`config.mk`:
```
export PLATFORM = sky130hd
export DESIGN_NAME = branch_ctrl_flat
export DESIGN_NICKNAME = d
export VERILOG_FILES = /design/src/rtl/branch_ctrl_if.sv /design/src/rtl/branch_ctrl.sv /design/src/flat_wrapper.sv
export SDC_FILE = /design/constraint.sdc
export NUM_CORES = 1
export LEC_CHECK = 0
export BUFFER_PORTS_ARGS = -buffer_cell sky130_fd_sc_hd__clkbuf_2
export CAP_MARGIN = 20
export CORE_ASPECT_RATIO = 2
export CORE_MARGIN = 1
export CORE_UTILIZATION = 51
export CTS_CLUSTER_SIZE = 40
export DETAILED_ROUTE_END_ITERATION = 10
export PLACE_DENSITY = 0.95
export SYNTH_ARGS = -nofsm -noshare
export SYNTH_HDL_FRONTEND = slang
export SYNTH_SLANG_ARGS = --single-unit
```
`constraint.sdc`:
```
create_clock -name clk -period 4.7 [get_ports clk]
set_input_delay 0.47 -clock clk [delete_from_list [all_inputs] [get_ports clk]]
set_output_delay 0.47 -clock clk [all_outputs]
set_load 0.005 [all_outputs]
```
`src/rtl/branch_ctrl_if.sv`:
```
// ID-stage branch request bundle and redirect/stall responses.
// master = ID stage driving the branch, slave = branch_ctrl.
interface branch_ctrl_if;
  logic        id_valid;
  logic [2:0]  id_br_op;
  logic [31:0] id_pc4;
  logic [15:0] id_imm16;
  logic [31:0] rs_val;
  logic [31:0] rt_val;
  logic        rs_rdy;
  logic        rt_rdy;
  logic        stall_out;
  logic        br_taken;
  logic [31:0] br_target;
  logic        flush_if;

  modport master (
    output id_valid, id_br_op, id_pc4, id_imm16,
    output rs_val, rt_val, rs_rdy, rt_rdy,
    input  stall_out, br_taken, br_target, flush_if
  );

  modport slave (
    input  id_valid, id_br_op, id_pc4, id_imm16,
    input  rs_val, rt_val, rs_rdy, rt_rdy,
    output stall_out, br_taken, br_target, flush_if
  );
endinterface

```
`src/rtl/branch_ctrl.sv`:
```
// Branch resolution in ID: evaluates condition, stalls on unready
// operands, issues a one-cycle registered PC redirect.
// Ports: clk, rst (sync, active-high), bus (branch_ctrl_if.slave):
//   id_* / rs_* / rt_* in; stall_out, br_taken, br_target, flush_if out.
// Macro BRANCH_DELAY_SLOT_EN: delay slot executes, flush_if tied 0.
module branch_ctrl (
  input  logic         clk,
  input  logic         rst,
  branch_ctrl_if.slave bus
);

  typedef enum logic [1:0] {
    IDLE  = 2'd0,
    WAIT  = 2'd1,
    REDIR = 2'd2
  } state_e;

  state_e      state_q;
  logic        taken_q;
  logic [31:0] tgt_q;

  logic        is_br;
  logic        need_rt;
  logic        ops_rdy;
  logic        cond;
  logic [31:0] tgt_d;
  logic        rs_neg;
  logic        rs_zero;

  // 111 is reserved and behaves like "no branch"
  assign is_br   = bus.id_valid
                && (bus.id_br_op != 3'b000)
                && (bus.id_br_op != 3'b111);
  assign need_rt = (bus.id_br_op == 3'b001)
                || (bus.id_br_op == 3'b010);
  assign ops_rdy = bus.rs_rdy && (!need_rt || bus.rt_rdy);

  assign rs_neg  = bus.rs_val[31];
  assign rs_zero = (bus.rs_val == 32'd0);

  always_comb begin
    cond = 1'b0;
    case (bus.id_br_op)
      3'b001:  cond = (bus.rs_val == bus.rt_val);
      3'b010:  cond = (bus.rs_val != bus.rt_val);
      3'b011:  cond = !rs_neg;
      3'b100:  cond = !rs_neg && !rs_zero;
      3'b101:  cond = rs_neg || rs_zero;
      3'b110:  cond = rs_neg;
      default: cond = 1'b0;
    endcase
  end

  assign tgt_d = bus.id_pc4
               + {{14{bus.id_imm16[15]}}, bus.id_imm16, 2'b00};

  // Combinational so the PC/IFID hold takes effect the same cycle
  assign bus.stall_out = !rst && is_br && !ops_rdy
                      && (state_q != REDIR);

  always_ff @(posedge clk) begin
    if (rst) begin
      state_q <= IDLE;
      taken_q <= 1'b0;
      tgt_q   <= 32'd0;
    end else begin
      taken_q <= 1'b0;
      case (state_q)
        IDLE: begin
          if (is_br && ops_rdy && cond) begin
            tgt_q   <= tgt_d;
            taken_q <= 1'b1;
            state_q <= REDIR;
          end else if (is_br && !ops_rdy) begin
            state_q <= WAIT;
          end
        end
        WAIT: begin
          if (!is_br) begin
            state_q <= IDLE;
          end else if (ops_rdy) begin
            if (cond) begin
              tgt_q   <= tgt_d;
              taken_q <= 1'b1;
              state_q <= REDIR;
            end else begin
              state_q <= IDLE;
            end
          end
        end
        REDIR: state_q <= IDLE;
        default: state_q <= IDLE;
      endcase
    end
  end

  assign bus.br_taken  = taken_q;
  assign bus.br_target = tgt_q;

`ifdef BRANCH_DELAY_SLOT_EN
  assign bus.flush_if = 1'b0;
`else
  assign bus.flush_if = taken_q;
`endif

endmodule

```
`src/flat_wrapper.sv`:
```
// flat-port wrapper written by rule: the top's interface ports become plain ports
module branch_ctrl_flat 
  (clk, rst, bus_id_valid, bus_id_br_op, bus_id_pc4, bus_id_imm16, bus_rs_val, bus_rt_val, bus_rs_rdy, bus_rt_rdy, bus_stall_out, bus_br_taken, bus_br_target, bus_flush_if);
  branch_ctrl_if bus_i ();
  input  logic clk;
  input  logic rst;
  input wire logic [$bits(bus_i.id_valid)-1:0] bus_id_valid;
  input wire logic [$bits(bus_i.id_br_op)-1:0] bus_id_br_op;
  input wire logic [$bits(bus_i.id_pc4)-1:0] bus_id_pc4;
  input wire logic [$bits(bus_i.id_imm16)-1:0] bus_id_imm16;
  input wire logic [$bits(bus_i.rs_val)-1:0] bus_rs_val;
  input wire logic [$bits(bus_i.rt_val)-1:0] bus_rt_val;
  input wire logic [$bits(bus_i.rs_rdy)-1:0] bus_rs_rdy;
  input wire logic [$bits(bus_i.rt_rdy)-1:0] bus_rt_rdy;
  output wire logic [$bits(bus_i.stall_out)-1:0] bus_stall_out;
  output wire logic [$bits(bus_i.br_taken)-1:0] bus_br_taken;
  output wire logic [$bits(bus_i.br_target)-1:0] bus_br_target;
  output wire logic [$bits(bus_i.flush_if)-1:0] bus_flush_if;
  assign bus_i.id_valid = bus_id_valid;
  assign bus_i.id_br_op = bus_id_br_op;
  assign bus_i.id_pc4 = bus_id_pc4;
  assign bus_i.id_imm16 = bus_id_imm16;
  assign bus_i.rs_val = bus_rs_val;
  assign bus_i.rt_val = bus_rt_val;
  assign bus_i.rs_rdy = bus_rs_rdy;
  assign bus_i.rt_rdy = bus_rt_rdy;
  assign bus_stall_out = bus_i.stall_out;
  assign bus_br_taken = bus_i.br_taken;
  assign bus_br_target = bus_i.br_target;
  assign bus_flush_if = bus_i.flush_if;
  branch_ctrl u_core (.clk(clk), .rst(rst), .bus(bus_i));
endmodule
```
==> flow_summary.ini <==
[clock_tree]
cts_buffer_depth = 2
numCtsBuffers = 5
cts_sinks = 35
cts-hold-fix-buffers = 0
cts.repair.resized = 0
post_cts_buffers = 0
clk_pin_slew_worst_paths_ps = 60
cts_tree = built
worstSkewPairLatency_ps = 280
cts_root_buffer = clkbuf_16
cts_max_level = 2

[critical_path]
required_ps = 4870
crit_type = in -> reg
critPathLaunchType = input pin
crit_arrival_ps = 3090
reg2regPathDepth = 5
critPathMaxFanout = 4
critPathCaptureType = register

[sta]
hold-worst-slack_ps = 445.4
clock.fmax_mhz = 343.1
skew_ps = 2.901
worst_pin_slew_ps = 844.0
fin_crit_sh_pct = 62.02
setup_tns_ps = 0
slew_headroom_pct = 43.74
rsz0062_at_grt = false
slew_viol_final = 0
setup_viol = 0
hold_viol = 0
finalCriticalPeriod_ps = 2915

[cells_and_area]
n_antenna_cell = 0
multiInputGateArea_mm2 = 0.002444
mostFrequentLayoutCells = 154 x clkbuf_2, 46 x nor2_1, 40 x xor2_1, 35 x dfxtp_1, 29 x ha_1
drive_gt1_share_pct = 32.04
nFillCells = 493
fin_nets = 692
final_common_cell = clkbuf_2
seqCellArea_um2 = 700.7
area_growth_pct = 31.89
post-route-cell-area_mm2 = 0.004254

[synthesis]
ys_seq_area_share_pct = 21.72
synthAdderAreaFrac_pct = 11.87
synth_seq_cells = 35
synth_compound_area_share_pct = 22.73
syn-num-nets = 541
ys.flop_type = dfxtp_1
ys_types = 51
syn_inst = 391
synthSimpleGateAreaFrac_pct = 18.85
yosysWarnings = 0
synth-xor-area-share_pct = 14.93
netlist_area_mm2 = 0.003226
async_reset_ff_share_pct = 0
synth_top_family_by_area = compound AO/OA/AOI/OAI gates
synthMuxAreaShare_pct = 7.137
synth_edf_count = 0
syn_avg_cell_area_um2 = 8.250

[hold_path]
whs_path_depth = 3
hold_path_class = in -> reg

[placed_design]
place_congestion = 0.8829
hpwl_mm = 8.157
io_buffers = 154
place_area_mm2 = 0.004061

[global_route]
grt_max_degree = 47
grt_pass1_vias = 3542
overflow = 0
track_usage_pct = 31.31
antenna_found_initial = 0
grt_pass1_wl_mm = 15.92

[detailed_routing]
dr_wl_met3_um = 673
wl_per_cell_um = 16.26
wl_met1_mm = 3.271
routed.top_layer = met4
ant_nets = 0
wl_mm = 10.19
drt_iter0_drc = 172
firstDrtPassIters = 4
vias = 3603
dr_wl_met2_mm = 5.781
routed_via_density = 5.746
drc = 0

[floorplanning]
initial_core_util_pct = 53.26
rows = 40
die_area_mm2 = 0.006666
coreArea_mm2 = 0.006056
die_height_um = 114.5
die_w_um = 58.24
top_level_ports = 155

[power_and_ir_drop]
leakage_uw = 0.002013
p_comb_share_pct = 33.0
intPower_uw = 781.5
p_clk_share_pct = 38.9
swShare_pct = 30.70
power.density_mw_per_mm2 = 265.1
power.share.sequential_pct = 28.2
ir_drop_v = 0.0002750
p_switching_uw = 346.2

[job]
maxCapViolCount = 0

[outcome]
outcome = finished clean
==> cells in the mapped netlist (7+ instances only) <==
master	instances	area share [%]
xnor2_1	15	4.1
nand2_1	27	3.1
dfxtp_1	35	22
o21ai_0	11	1.7
a21o_1	9	2.1
o21a_1	7	1.6
mux2i_1	23	7.1
nand3_1	7	1.1
a21oi_1	27	4.2
inv_1	9	1.0
nor2_1	46	5.4
a211oi_1	8	1.9
xor2_1	40	11
nor4_1	16	3.1
ha_1	29	11
==> cell families (layout without fill, tap and decap cells) <==
kind of cell               Yosys count  count (layout)
AOI/OAI and AO/OA                  101             101
xor gates and xnor gates            55              55
adders and majority gates           30              30
buffers and inverters               20             172
DFF                                 35              35
muxes                               23              23
and+or+nand+nor                    127             127
==> state kept, by name (all words and copies together), names as in the netlist <==
name and flops:
u_core.state_q 2, u_core.bus.br_taken 1, u_core.bus.br_target 32
==> worst max-delay path, stage by stage <==
cell	delay (ps)
clkbuf_2	80
ha_1	190
inv_1	70
fa_1	390
nor2b_1	160
o31a_1	210
o41ai_2	100
a211oi_1	450
o21ai_1	200
a21oi_1	270
o2111ai_1	200
a311o_1	290
==> layer usage <==
layer  vias to the layer above  global-route usage, %
met5                         -                      0
met4                         0                  17.78
met3                        36                  7.119
met2                       178                  63.37
met1                      1661                  25.56
li1                       1728                      -
==> cell type report <==
cell class                 count  share of cell area [%]
clock inverter                 3                   1.588
multi-input combinational    336                   57.44
clock buffer                   5                   2.941
timing repair buffer         155                   18.29
sequential                    35                   16.47
tap                           84                   2.471
inverter                       9                  0.7941
==> final timing paths <==
kind / to / startpoint / slack (ps)
setup / recovery: u_core.bus.br_target[30] / bus_id_imm16[0] / 1790
hold / removal: u_core.bus.br_target[1] / bus_id_pc4[1] / 450
setup reg to reg: u_core.bus.br_target[30] / u_core.state_q[1] / 2680
hold reg to reg: u_core.state_q[0] / u_core.state_q[1] / 450
==> power groups by stage <==
stage / clock (uW) / combinational (uW) / sequential, uW
floorplan: 0 / 233 / 324
global placement: 0 / 349 / 323
detailed placement: 0 / 363 / 324
CTS: 445 / 367 / 318
global route: 459 / 407 / 319
finish: 438 / 372 / 318
==> stage by stage <==
stage | worst slack, ps | total power [uW] | util, % | instances
after global routing | 1565 | 1185 | 70.25 | 627
after CTS | 1832 | 1129 | 70.25 | 627
after detailed placement | 1539 | 686.6 | 67.07 | 619
final | 1785 | 1128 | 70.25 | 627
after global placement | 1624 | 672.7 | 67.07 | 619
after floorplan | 1950 | 557.4 | - | 391
(Power assumes the default switching activity.)
